**config.mk**
```make
export PLATFORM = sky130hd
export DESIGN_NAME = vga_timing_gen
export DESIGN_NICKNAME = d
export VERILOG_FILES = /design/src/rtl/vga_timing_gen.sv
export SDC_FILE = /design/constraint.sdc
export NUM_CORES = 1
export LEC_CHECK = 0
export BUFFER_PORTS_ARGS = -buffer_cell sky130_fd_sc_hd__buf_2
export CORE_AREA = 2 2 92 112
export CTS_CLUSTER_DIAMETER = 40
export DETAILED_ROUTE_END_ITERATION = 7
export DIE_AREA = 0 0 94 114
export GPL_TIMING_DRIVEN = 0
export HOLD_SLACK_MARGIN = 0.03
export PLACE_DENSITY = 0.5
export SETUP_SLACK_MARGIN = 0.02
export SLEW_MARGIN = 20
export SYNTH_ARGS = -nofsm -noshare
export SYNTH_HDL_FRONTEND = slang
export SYNTH_SLANG_ARGS = --single-unit
```
**constraint.sdc**
```tcl
create_clock -name clk_50MHz -period 2.7 [get_ports clk_50MHz]
set_input_delay 0.27 -clock clk_50MHz [delete_from_list [all_inputs] [get_ports clk_50MHz]]
set_output_delay 0.27 -clock clk_50MHz [all_outputs]
set_load 0.01 [all_outputs]
```
**src/rtl/vga_timing_gen.sv**
```systemverilog
// vga_timing_gen: VGA timing from a 50 MHz clock with a 25 MHz pixel enable and a 2-tick colour pipeline
module vga_timing_gen #(
  parameter int H_VIS = 640,
  parameter int H_FP = 16,
  parameter int H_SYNC = 96,
  parameter int H_BP = 48,
  parameter int V_VIS = 480,
  parameter int V_FP = 10,
  parameter int V_SYNC = 2,
  parameter int V_BP = 33
) (
  input  logic       clk_50MHz,
  input  logic       RESET,
  input  logic [7:0] COLOR,
  output logic       CLK_DATA,
  output logic [9:0] CURX,
  output logic [8:0] CURY,
  output logic       HBLANK,
  output logic       VBLANK,
  output logic       FRAME_TICK,
  output logic       hs_vga,
  output logic       vs_vga,
  output logic [2:0] RED,
  output logic [2:0] GREEN,
  output logic [1:0] BLUE
);
  localparam int H_TOT = H_VIS + H_FP + H_SYNC + H_BP;
  localparam int V_TOT = V_VIS + V_FP + V_SYNC + V_BP;
  logic       pe;
  logic [9:0] hcount, vcount, h_nxt, v_nxt;
  logic       h_last, v_last, hs_raw, vs_raw, bl_d;
  logic [1:0] hs_d, vs_d;
  assign CLK_DATA = pe;
  assign hs_vga = hs_d[1];
  assign vs_vga = vs_d[1];
  always_comb begin
    h_last = hcount >= 10'(H_TOT - 1);
    v_last = vcount >= 10'(V_TOT - 1);
    h_nxt = h_last ? '0 : hcount + 10'd1;
    v_nxt = h_last ? (v_last ? '0 : vcount + 10'd1) : vcount;
    hs_raw = !(hcount >= 10'(H_VIS + H_FP) && hcount < 10'(H_VIS + H_FP + H_SYNC));
    vs_raw = !(vcount >= 10'(V_VIS + V_FP) && vcount < 10'(V_VIS + V_FP + V_SYNC));
  end
  // Coordinates and blanking come from the next count so they stay aligned with hcount/vcount;
  // the RGB register is the second blank stage, so the gate uses the first stage here.
  always_ff @(posedge clk_50MHz or posedge RESET)
    if (RESET) begin
      pe <= 1'b0;
      hcount <= '0;
      vcount <= '0;
      CURX <= '0;
      CURY <= '0;
      HBLANK <= 1'b0;
      VBLANK <= 1'b0;
      FRAME_TICK <= 1'b0;
      hs_d <= 2'b11;
      vs_d <= 2'b11;
      bl_d <= 1'b1;
      {RED, GREEN, BLUE} <= '0;
    end else begin
      pe <= !pe;
      FRAME_TICK <= pe && h_last && v_last;
      if (pe) begin
        hcount <= h_nxt;
        vcount <= v_nxt;
        CURX <= h_nxt < 10'(H_VIS) ? h_nxt : '0;
        CURY <= v_nxt < 10'(V_VIS) ? v_nxt[8:0] : '0;
        HBLANK <= h_nxt >= 10'(H_VIS);
        VBLANK <= v_nxt >= 10'(V_VIS);
        hs_d <= {hs_d[0], hs_raw};
        vs_d <= {vs_d[0], vs_raw};
        bl_d <= HBLANK | VBLANK;
        {RED, GREEN, BLUE} <= bl_d ? '0 : COLOR;
      end
    end
endmodule

```
Yosys cells after proc, flatten, opt, wreduce, memory -nomap -nowiden --
Index checks and enable logic that the tools add are counted.
Storage, ports and cells: flip-flop bits (word level) 56, output and inout bits 33, input bits 10, logic and storage cells 40
Cells by class: bitwise logic cells 1, add/subtract/negate cells 2, reduce and logical (&&, ||, !) cells 7, multiplexer cells 6, magnitude comparators 10
Operator list (number):
- >= comparator 10 bit, second input constant | 4
- 2-to-1 mux 10 bit | 4
- adder 10 x 1 -> 10 bit, second input constant | 2
- >= comparator 10 x 9 -> 1 bit, second input constant | 2
- < comparator 10 bit, second input constant | 2
- < comparator 10 x 9 -> 1 bit, second input constant | 2
- 2-to-1 mux 9 bit | 1
- 2-to-1 mux 8 bit | 1
- logical AND 1 bit | 4
- zero test 1 bit | 3
- OR 1 bit | 1

Logic depth before layout (Yosys ltp) --
depth after elaboration 5, mapped depth 8, gate-level depth less buffers 7

Least setup slack after synthesis --
No wires, ideal clock.
path type flip-flop to flip-flop, from register hcount[0], to register VBLANK, setup slack 498 ps, path buffers 0, required time 2572 ps, arrival 2075 ps, cell stages (with the launch flop) 8, clock period less this slack 2202 ps, cells stage by stage dfrtp_1 -> ha_1 -> nand4_2 -> a2111oi_4 -> a31oi_1 -> o21ai_2 -> o41ai_4 -> mux2_1
On the way: word-level cells in the longest chain between the ends 3
RTL lines:
- start, declared | RTL line 30 | logic [9:0] hcount, vcount, h_nxt, v_nxt;
- start signal, assigned | RTL line 64 | hcount <= h_nxt;
- >= comparator 10 bit | RTL line 37 | h_last = hcount >= 10'(H_TOT - 1);
- 2-to-1 mux 10 bit | RTL line 40 | v_nxt = h_last ? (v_last ? '0 : vcount + 10'd1) : vcount;
- >= comparator 10 x 9 -> 1 bit | RTL line 69 | VBLANK <= v_nxt >= 10'(V_VIS);
- end signal, assigned | RTL line 69
- end, declared | RTL line 19 | output logic VBLANK,
Every way passes these cells. A chain may end at the register's enable or synchronous reset.

Final worst setup path --
from register hcount[1], to register VBLANK
The elaborated chain is that of the path after synthesis.

==> run summary <==
The flow ran to the end, and the final reports show no timing, DRC or antenna violations. Synthesis inferred 56 register bits. Setup violations remaining at the end of the flow were counted as 0. The data arrival time of the critical path is 2.64 ns.

STA puts the critical path data required time at 2.88 ns. The detailed-routing iteration count for the pre-antenna-repair pass came out at 4. The tree is rooted in a clkbuf_16. By startpoint and endpoint, the worst setup path is classified as reg -> reg. The synthesis warning total came out at 0. OpenSTA, run right after detailed placement, puts the worst setup slack at 0.03879 ns. The routability-driven placement congestion ratio is 0.8125. In the routed design, unresolved DRC markers number 0. The worst hold-check path type is in -> async. The area of the die came out at 10720 sq um. The worst path meets setup with 0.2341 ns of slack. The share of async-settable or async-resettable flops after synthesis came out at 1.000. The wire length of the first global-routing pass is 11.38 mm. The final global-route overflow total came out at 0. In this run the critical register-to-register path is captured at VBLANK$_DFFE_PP0P_. For the pin with the worst max-slew slack, the measured transition is 0.7076 ns. The final max-slew violation count came out at 0. At the end of the flow, the number of nets in the layout was 351. The setup skew after layout came out at 0.009165 ns. The number of inserted diodes is 0. Measured against its own limit, the worst slew margin works out to 0.5282. The compound-gate portion of the synthesized area was 0.2246. Dividing the detail-routed wire length by the instance count gives 15.25 um. Of the cells placed in the final design, the portion with a size suffix greater than 1 is 0.2396. The quantity of hold-fixing buffers added after cts came out at 0. The number of clock buffers inserted by TritonCTS is 5. The share of the Yosys chip area taken by registers is 0.5004. The fmax is 405.5 MHz.

The worst-case IR drop observed on VDD is 0.2197 mV. The final critical path time including I/O delays and setup is 2.466 ns. The via density per instance is 4.955.

The critical path capture point is VBLANK$_DFFE_PP0P_. The most common cell after layout, fill and taps aside is dfrtp_1. For this run, the total global-route usage over all layers was measured as 0.1361. The post-synthesis share of cell area spent on full adders, half adders and majority gates came out at 0.01779. The CTS tree is built. For the worst-skew pair, the clock arrives at the later sink with an insertion delay of 0.29 ns. The share of synthesized cell area in and, or, nand and nor gates is 0.1575. The count of mapped cells out of synthesis is 285. The floorplan step set the die width to 94 um.

The count of port buffers added during placement came out at 42. The reg2reg setup slack came out at 0.23 ns. The clock slew seen by the registers of the worst setup and hold paths came out at 0.08 ns.

The number of enable flip-flop cells after synthesis is 0. The mux cell area share after synthesis is 0.02358. The worst setup path is captured at a register.

The height of the die came out at 114 um. The accumulated negative setup slack came out at 0 ns. Among all flip-flop cells after synthesis, the most frequent one is dfrtp_1.

The post-route antenna net violation count is 0. The post-synthesis to final-layout area growth came out at 19.62%. Tracing the worst setup path back leads to its startpoint at hcount[1]$_DFFE_PP0P_. The I/O pin count is 43. The count of endpoints failing hold in the final timing report is 0. The fraction of the cycle the final worst path needs came out at 0.9133.

The initial cell density of the core came out at 0.2882. The initial antenna violation count came out at 0. The final route contains 2299 vias. The tree built by TritonCTS fans out to 56 sinks. Synthesis instantiated 52 different standard cells from the library. Setup repair after global routing left no endpoint under its margin.

The number of standard-cell rows in the floorplan came out at 40. The via count of the first global-routing pass came out at 2147. Of the total synthesized cell area, the portion taken by XOR and XNOR cells is 0.02802.

The top cell types in the final layout, fill and taps aside, are dfrtp_1 (50), buf_2 (47), nand2_1 (39), o21ai_0 (26), nor2_1 (17). Power spread over the standard cell area amounts to 455.9 nW/um^2. The largest fanout of any net on the critical path came out at 6. The HPWL after detailed placement came out at 4.891 mm. The core footprint is 9759 sq um.

The detailed router's first-iteration violation count came out at 64. The synthesized netlist occupies a cell area of 2813 sq um. The worst setup path is launched from a register. The reported max-cap violation count came out at 0. Measured in cells, the most critical reg-to-reg path has a length of 8. Entering global routing, the biggest net connects 57 pins. The synthesized net count came out at 299. The maximum buffer depth of the clock tree is 2. By area, the combinational part of the netlist is dominated by compound AO/OA/AOI/OAI gates. The number of levels in the clock H-tree came out at 2. In this run the critical register-to-register path is launched from hcount[1]$_DFFE_PP0P_.

The final wirelength came out at 7.074 mm. The leakage power total is 1.488 nW. The average instance area after synthesis came out at 9.869 sq um.
-- timing repair --
| item | CTS | global route |
|---|---|---|
| resized for setup | 0 | 3 |
| setup buffers | 2 | 1 |
| setup endpoints to repair | 2 | 9 |
| hold endpoints to repair | 0 | 0 |
| pin swaps | 1 | 2 |
-- metrics by stage --
| step | util | hold WS [ns] | cell area, sq um | cells | power [mW] |
|---|---|---|---|---|---|
| 2_1_floorplan | - | 0.3984 | 2813 | 285 | 0.8842 |
| 3_3_place_gp | 0.3259 | 0.4646 | 3181 | 453 | 0.9026 |
| 3_5_place_dp | 0.3262 | 0.4493 | 3183 | 453 | 0.9042 |
| 4_1_cts | 0.3426 | 0.1180 | 3343 | 463 | 1.567 |
| 5_1_grt | 0.3447 | 0.1645 | 3364 | 464 | 1.601 |
| 6_report | 0.3447 | 0.09667 | 3364 | 464 | 1.534 |
-- power breakdown --
part	switching (mW)	internal [mW]
Sequential	0.00318	0.845
Clock	0.301	0.347
Combinational	0.0250	0.0128
Total	0.330	1.20
-- cell type report --
cell class                      count  area [sq um]
Buffer                             19         78.83
Clock buffer                        6         128.9
Clock inverter                      2         16.27
Fill cell                        1015          6395
Inverter                           15         58.81
Multi-Input combinational cell    195          1282
Sequential cell                    56          1409
Tap cell                          126         157.7
Timing Repair Buffer               45         232.7
-- Yosys cell counts (2+ instances only) --
| cell type | n | area share |
|---|---|---|
| o41ai_1 | 2 | 0.0062 |
| nand4_1 | 4 | 0.0089 |
| buf_2 | 5 | 0.0089 |
| o31a_1 | 2 | 0.0062 |
| o2bb2ai_1 | 13 | 0.040 |
| o211ai_1 | 2 | 0.0053 |
| nor3_1 | 5 | 0.0089 |
| nor2b_1 | 2 | 0.0044 |
| and2_1 | 2 | 0.0044 |
| o31ai_1 | 5 | 0.013 |
| xor2_1 | 4 | 0.012 |
| nor2_1 | 17 | 0.023 |
| nor4_1 | 3 | 0.0067 |
| mux2_2 | 4 | 0.016 |
| nor3_2 | 2 | 0.0071 |
| o21ai_0 | 26 | 0.046 |
| a22o_1 | 9 | 0.028 |
| and3_1 | 2 | 0.0044 |
| inv_1 | 14 | 0.019 |
| dfstp_2 | 5 | 0.047 |
| nand2_1 | 39 | 0.052 |
| and4_1 | 2 | 0.0062 |
| xnor2_1 | 5 | 0.016 |
| clkbuf_1 | 12 | 0.016 |
| dfrtp_1 | 51 | 0.45 |
| a31oi_1 | 2 | 0.0044 |
| ha_1 | 4 | 0.018 |
| a21oi_1 | 9 | 0.016 |
| nand3_1 | 10 | 0.018 |
-- worst max-delay path, stage by stage (launching register included) --
cell and delay [ns]:
dfrtp_1 0.43, ha_4 0.20, nand4_2 0.20, a2111oi_4 0.53, a31oi_1 0.16, o21ai_2 0.24, o41ai_4 0.12, buf_4 0.18
mux2_1 0.29
-- metal layers --
layer | vias to the layer above | GRT usage | wire length [um]
li1 | 1132 | - | -
met4 | 0 | 0.04348 | 85
met5 | - | 0 | 0
met2 | 43 | 0.2233 | 3456
met1 | 1115 | 0.1837 | 3348
met3 | 9 | 0.02180 | 183
-- sequential cells by signal, indices dropped and copies added, names as in the netlist, 2 cells and up --
name    flops
BLUE        2
CURX       10
CURY        9
GREEN       3
RED         3
hcount     10
hs_d        2
vcount     10
vs_d        2
-- how the worst min path moves through the flow --
stage / start / endpoint / slack, ns / cells after the start
finish: RESET / CURX[0]$_DFFE_PP0P_ / 0.1 / 2
global route: RESET / CURX[2]$_DFFE_PP0P_ / 0.16 / 2
CTS: RESET / CURX[0]$_DFFE_PP0P_ / 0.12 / 2
detailed placement: RESET / CURX[0]$_DFFE_PP0P_ / 0.45 / 2
global placement: CURX[2]$_DFFE_PP0P_ / CURX[2]$_DFFE_PP0P_ / 0.46 / 1
floorplan: COLOR[0] / BLUE[0]$_DFFE_PP0P_ / 0.40 / 1
-- cell families after synthesis --
family / after synthesis
AND/OR/NAND/NOR: 92
AO/OA/AOI/OAI: 84
flip-flops: 56
buffers and inverters: 34
XOR/XNOR: 9
multiplexers: 6
adder cells (fa/ha/maj): 4
Power figures use the tool's default switching activity.
